===== config.mk =====
export PLATFORM = sky130hd
export DESIGN_NAME = m_tile_drain
export DESIGN_NICKNAME = d
export VERILOG_FILES = /design/src/rtl/m_tile_drain_pkg.sv /design/src/rtl/m_tile_drain_buf.sv /design/src/rtl/m_tile_drain.sv
export SDC_FILE = /design/constraint.sdc
export NUM_CORES = 1
export LEC_CHECK = 0
export ABC_CLOCK_PERIOD_IN_PS = 18600
export CORE_UTILIZATION = 53
export CTS_CLUSTER_DIAMETER = 30
export DETAILED_ROUTE_END_ITERATION = 8
export PLACE_DENSITY = 0.8
export SLEW_MARGIN = 30
export SYNTH_ARGS = -nofsm -noshare
export SYNTH_HDL_FRONTEND = slang
export SYNTH_HIERARCHICAL = 1
export SYNTH_SLANG_ARGS = --single-unit

===== constraint.sdc =====
create_clock -name clk -period 18.6 [get_ports clk]
set_clock_uncertainty 0.1 [all_clocks]
set_input_delay 1.86 -clock clk [delete_from_list [all_inputs] [get_ports clk]]
set_output_delay 1.86 -clock clk [all_outputs]
set_load 0.1 [all_outputs]

===== src/rtl/m_tile_drain_pkg.sv =====
// Shared tile geometry and FP16 container types for the matrix output path.
package m_tile_drain_pkg;

  localparam int MPERow       = 4;
  localparam int MPECol       = 4;
  localparam int TileBufDepth = 2;

  typedef logic [15:0] fp16_t;
  typedef fp16_t [MPECol-1:0] mrow_t;
  typedef mrow_t [MPERow-1:0] mtile_t;

endpackage


===== src/rtl/m_tile_drain_buf.sv =====
// Two-entry tile register file: whole-tile write, single-row combinational read.
module m_tile_buf
  import m_tile_drain_pkg::*;
#(
  parameter int ROWS = MPERow,
  parameter int COLS = MPECol,
  parameter int DW   = 16,
  localparam int RW    = (ROWS > 1) ? $clog2(ROWS) : 1,
  localparam int RowW  = COLS * DW,
  localparam int TileW = ROWS * RowW
) (
  input  logic             clk,
  input  logic             we,
  input  logic             waddr,
  input  logic [TileW-1:0] wdata,
  input  logic             raddr,
  input  logic [RW-1:0]    rrow,
  output logic [RowW-1:0]  rdata
);

  logic [TileW-1:0] mem [TileBufDepth];

  always_ff @(posedge clk) begin
    if (we) begin
      mem[waddr] <= wdata;
    end
  end

  always_comb begin
    rdata = mem[raddr][int'(rrow) * RowW +: RowW];
  end

endmodule


===== src/rtl/m_tile_drain.sv =====
// Ping-pong tile buffer draining one row per beat; row 0 visible the cycle after a tile lands in an empty buffer.
// Absorbs out_ready stalls with two tiles held; a tile offered while both entries are full is dropped and flagged.
module m_tile_drain
  import m_tile_drain_pkg::*;
#(
  parameter int ROWS = MPERow,
  parameter int COLS = MPECol,
  parameter int DW   = 16,
  localparam int RW    = (ROWS > 1) ? $clog2(ROWS) : 1,
  localparam int RowW  = COLS * DW,
  localparam int TileW = ROWS * RowW
) (
  input  logic             clk,
  input  logic             rst,
  input  logic             tile_in_valid,
  input  logic [TileW-1:0] tile_in,
  output logic             tile_in_ready,
  output logic             out_valid,
  input  logic             out_ready,
  output logic [RowW-1:0]  out_data,
  output logic [RW-1:0]    out_row,
  output logic             out_last,
  output logic             overflow
);

  logic [1:0]    cnt;
  logic          wp;
  logic          rp;
  logic [RW-1:0] row;
  logic          accept;
  logic          beat;
  logic          release_tile;

  assign tile_in_ready = (cnt != 2'd2);
  assign out_valid     = (cnt != 2'd0);
  assign out_row       = row;
  assign out_last      = (row == RW'(ROWS - 1));

  assign accept        = tile_in_valid && tile_in_ready;
  assign beat          = out_valid && out_ready;
  assign release_tile  = beat && out_last;

  m_tile_buf #(
    .ROWS (ROWS),
    .COLS (COLS),
    .DW   (DW)
  ) u_buf (
    .clk   (clk),
    .we    (accept && !rst),
    .waddr (wp),
    .wdata (tile_in),
    .raddr (rp),
    .rrow  (row),
    .rdata (out_data)
  );

  always_ff @(posedge clk) begin
    if (rst) begin
      cnt      <= 2'd0;
      wp       <= 1'b0;
      rp       <= 1'b0;
      row      <= '0;
      overflow <= 1'b0;
    end else begin
      if (accept) begin
        wp <= ~wp;
      end
      if (tile_in_valid && !tile_in_ready) begin
        overflow <= 1'b1;
      end
      if (beat) begin
        if (out_last) begin
          row <= '0;
          rp  <= ~rp;
        end else begin
          row <= row + 1'b1;
        end
      end
      // Simultaneous accept and release leaves the occupancy unchanged.
      case ({accept, release_tile})
        2'b10:   cnt <= cnt + 2'd1;
        2'b01:   cnt <= cnt - 2'd1;
        default: cnt <= cnt;
      endcase
    end
  end

endmodule


==> results.cfg <==
[status]
status = complete, no violations

[floorplanning]
io_pins = 330
core_area_mm2 = 0.0359
start_util_pct = 54.4
row_count = 69
dieArea_mm2 = 0.0376
die-width_um = 194
die_h_um = 194

[layout]
fillerInstances = 1990
fin_area_mm2 = 0.0265
seq_area_mm2 = 0.0155
drive_gt1_share_pct = 29.5
area_growth_syn_to_layout_pct = 35.7
nets = 1442
multi_input_area_mm2 = 0.00379

[clock_network]
insertion_delay_ns = 0.60
clk_path_buf_depth = 3
htree_num_levels = 3
cts_resized = 0
cts.clk_slew.worst_paths_ns = 0.05
cts_inserted_buffers = 95
postCtsSetupBuffers = 0
cts_tree = built
cts-root-buf = clkbuf_16
cts_hold_buf = 0
cts_sinks = 519

[worst_setup_path]
cp-end-kind = output pin
setup.worst_path.start = rp$_SDFFE_PP0P_
r2r_start = cnt[0]$_SDFFE_PP0P_
cp.arrival_ns = 4.23
critPathMaxFanout = 42
required_ns = 16.64
crit_path_start_kind = flip-flop
critical_path_class = flip-flop to output pin

[yosys]
syn_inst = 778
synth_edf_count = 512
ys_seq_area_share_pct = 79.4
synth.largest_area_cell = edfxtp_1
syn_area_mm2 = 0.0195
synth_nets = 1040
yosysWarnings = 6
synthArstFlopShare_pct = 0
yosysMostFrequentCell = edfxtp_1
yosysTopAreaCellShare_pct = 78.7
synthTopCellsByCount = edfxtp_1, mux4_2, mux2_2
syn-mean-instance-area_um2 = 25.1
ys_dominant_reg_cell = edfxtp_1
ys_types = 24
synthTopCellsByArea = edfxtp_1, mux4_2, mux2_2
ys_ff_latch = 519

[route]
dr.pass1.iters = 7
antenna_left = 0
routed_wl_um = 40500
drt_iter0_drc = 566
vias = 9531
avgRoutedWirePerCell_um = 23.4
drc = 0
via_per_inst = 5.52

[global_route]
grt_pass1_wl_um = 61800
grt_pass1_vias = 10800
grt_use_total_pct = 22.1
grt_max_degree = 167
antenna_found_initial = 11
gr-total-overflow = 0

[worst_hold_path]
hp-start = overflow$_SDFFE_PP0P_
hold_path.class = flip-flop to flip-flop

[pwr]
p_per_area_mw_per_mm2 = 126
power.switching_mw = 0.790
p_seq_share_pct = 40.6
swShare_pct = 23.6
p_comb_share_pct = 9.4
pwr-share-clk_pct = 50.0
cellLeakagePower_nw = 8.60
ir_drop_mv = 0.0856
p_int_mw = 2.55

[run]
cap_violations = 0

[placement]
place_congestion = 0.749
dp_hpwl_um = 24100
io_buffers = 329
dpl_cell_area_mm2 = 0.0233

[timing]
post-route-period-util_pct = 33.3
worst_slew_pin_slew_ns = 1.04
fmax_ghz = 0.161
finalSetupViolCount = 0
finalMaxSlewViolations = 0
timing.final.hold_violations = 0
rsz0062_at_grt = false
max-slew-margin-rel_pct = 30.3
layout_min_cycle_time_ns = 6.20
setup_tns_ns = 0
-- state kept, by name, indices dropped and copies added (netlist names) --
name       count
u_buf/mem    512
wp             1
out_row        2
overflow       1
rp             1
cnt            2
-- path summary, 6_finish.rpt --
| kind | cells past startpoint | slack (ns) | to |
|---|---|---|---|
| worst max-delay path | 4 | 12.41 | out_data[54] |
| worst min register to register | 2 | 0.39 | overflow$_SDFFE_PP0P_ |
| worst max register to register | 6 | 15.64 | u_buf/mem[0][70]$_DFFE_PP_ |
| worst min-delay path | 2 | 0.39 | overflow$_SDFFE_PP0P_ |
-- cell families (layout without fill, tap and decap cells) --
logic type                 count (synthesis)  in the layout  share of synthesized area (%)
DFF                                      519            519                           79.4
muxes                                    193            193                           18.5
buffers and inverters                     39            520                           1.25
and+or+nand+nor                           14             14                          0.359
AOI/OAI and AO/OA                          8              8                          0.218
xor gates and xnor gates                   3              3                          0.135
adders and majority gates                  2              2                          0.128
other                                      0              7                              0
-- critical path: stages (launching register included) --
cell and delay [ns]:
dfxtp_4 0.91, buf_4 0.78, mux4_2 0.61, mux2_2 0.28
clkdlybuf4s50_1 0.99
-- through the flow --
stage                     power (mW)  hold WS, ns  util [%]  cells  worst slack (ns)
after floorplan                 1.59        0.367         -    778              4.23
after global routing            3.44        0.452      73.8   1726             12.15
after CTS                       3.37        0.398      73.7   1719             12.25
final                           3.34        0.394      73.8   1727             12.41
after detailed placement        1.69        0.365      64.9   1543             12.91
after global placement          1.68        0.354      64.8   1541             12.76
-- placed cells by master, fill, tap and decap left out, drive strengths merged --
cell type / Yosys / final
buf: 27 / 17
or3: 3 / 3
and2: 1 / 1
xor2: 2 / 2
clkbuf: 9 / 104
a21oi: 4 / 4
clkinvlp: 0 / 15
o21ai: 3 / 3
mux2: 64 / 64
edfxtp: 512 / 512
dfxtp: 7 / 7
bufinv: 0 / 11
clkdlybuf4s50: 0 / 323
mux4: 128 / 128
mux2i: 1 / 1
clkinv: 0 / 38
nand2: 2 / 2
o211ai: 1 / 1
inv: 3 / 12
ha: 2 / 2
nor2b: 2 / 2
diode: 0 / 7
or2: 1 / 1
nor2: 5 / 5
xnor2: 1 / 1
-- power groups by stage --
stage	sequential, mW	clock (mW)	combinational, mW
2_1_floorplan	1.39	0	0.197
3_3_place_gp	1.38	0	0.309
3_5_place_dp	1.38	0	0.313
4_1_cts	1.36	1.70	0.316
5_1_grt	1.36	1.75	0.325
6_report	1.36	1.67	0.314
-- cell type report --
class / count / share of cell area, %
Multi-Input combinational cell: 220 / 14.3
Timing Repair Buffer: 341 / 12.9
Clock inverter: 73 / 2.91
Tap cell: 461 / 2.18
Clock buffer: 103 / 9.08
Inverter: 3 / 0.0425
Antenna cell: 7 / 0.0661
Sequential cell: 519 / 58.6
-- per-layer routing --
metal / GRT usage, % / share of wire, %
met2: 38.2 / 54
met5: 0 / 0.069
met4: 9.38 / 2.9
met3: 6.91 / 7.3
met1: 25.6 / 36
No activity file was read; power rests on OpenSTA's default activity.
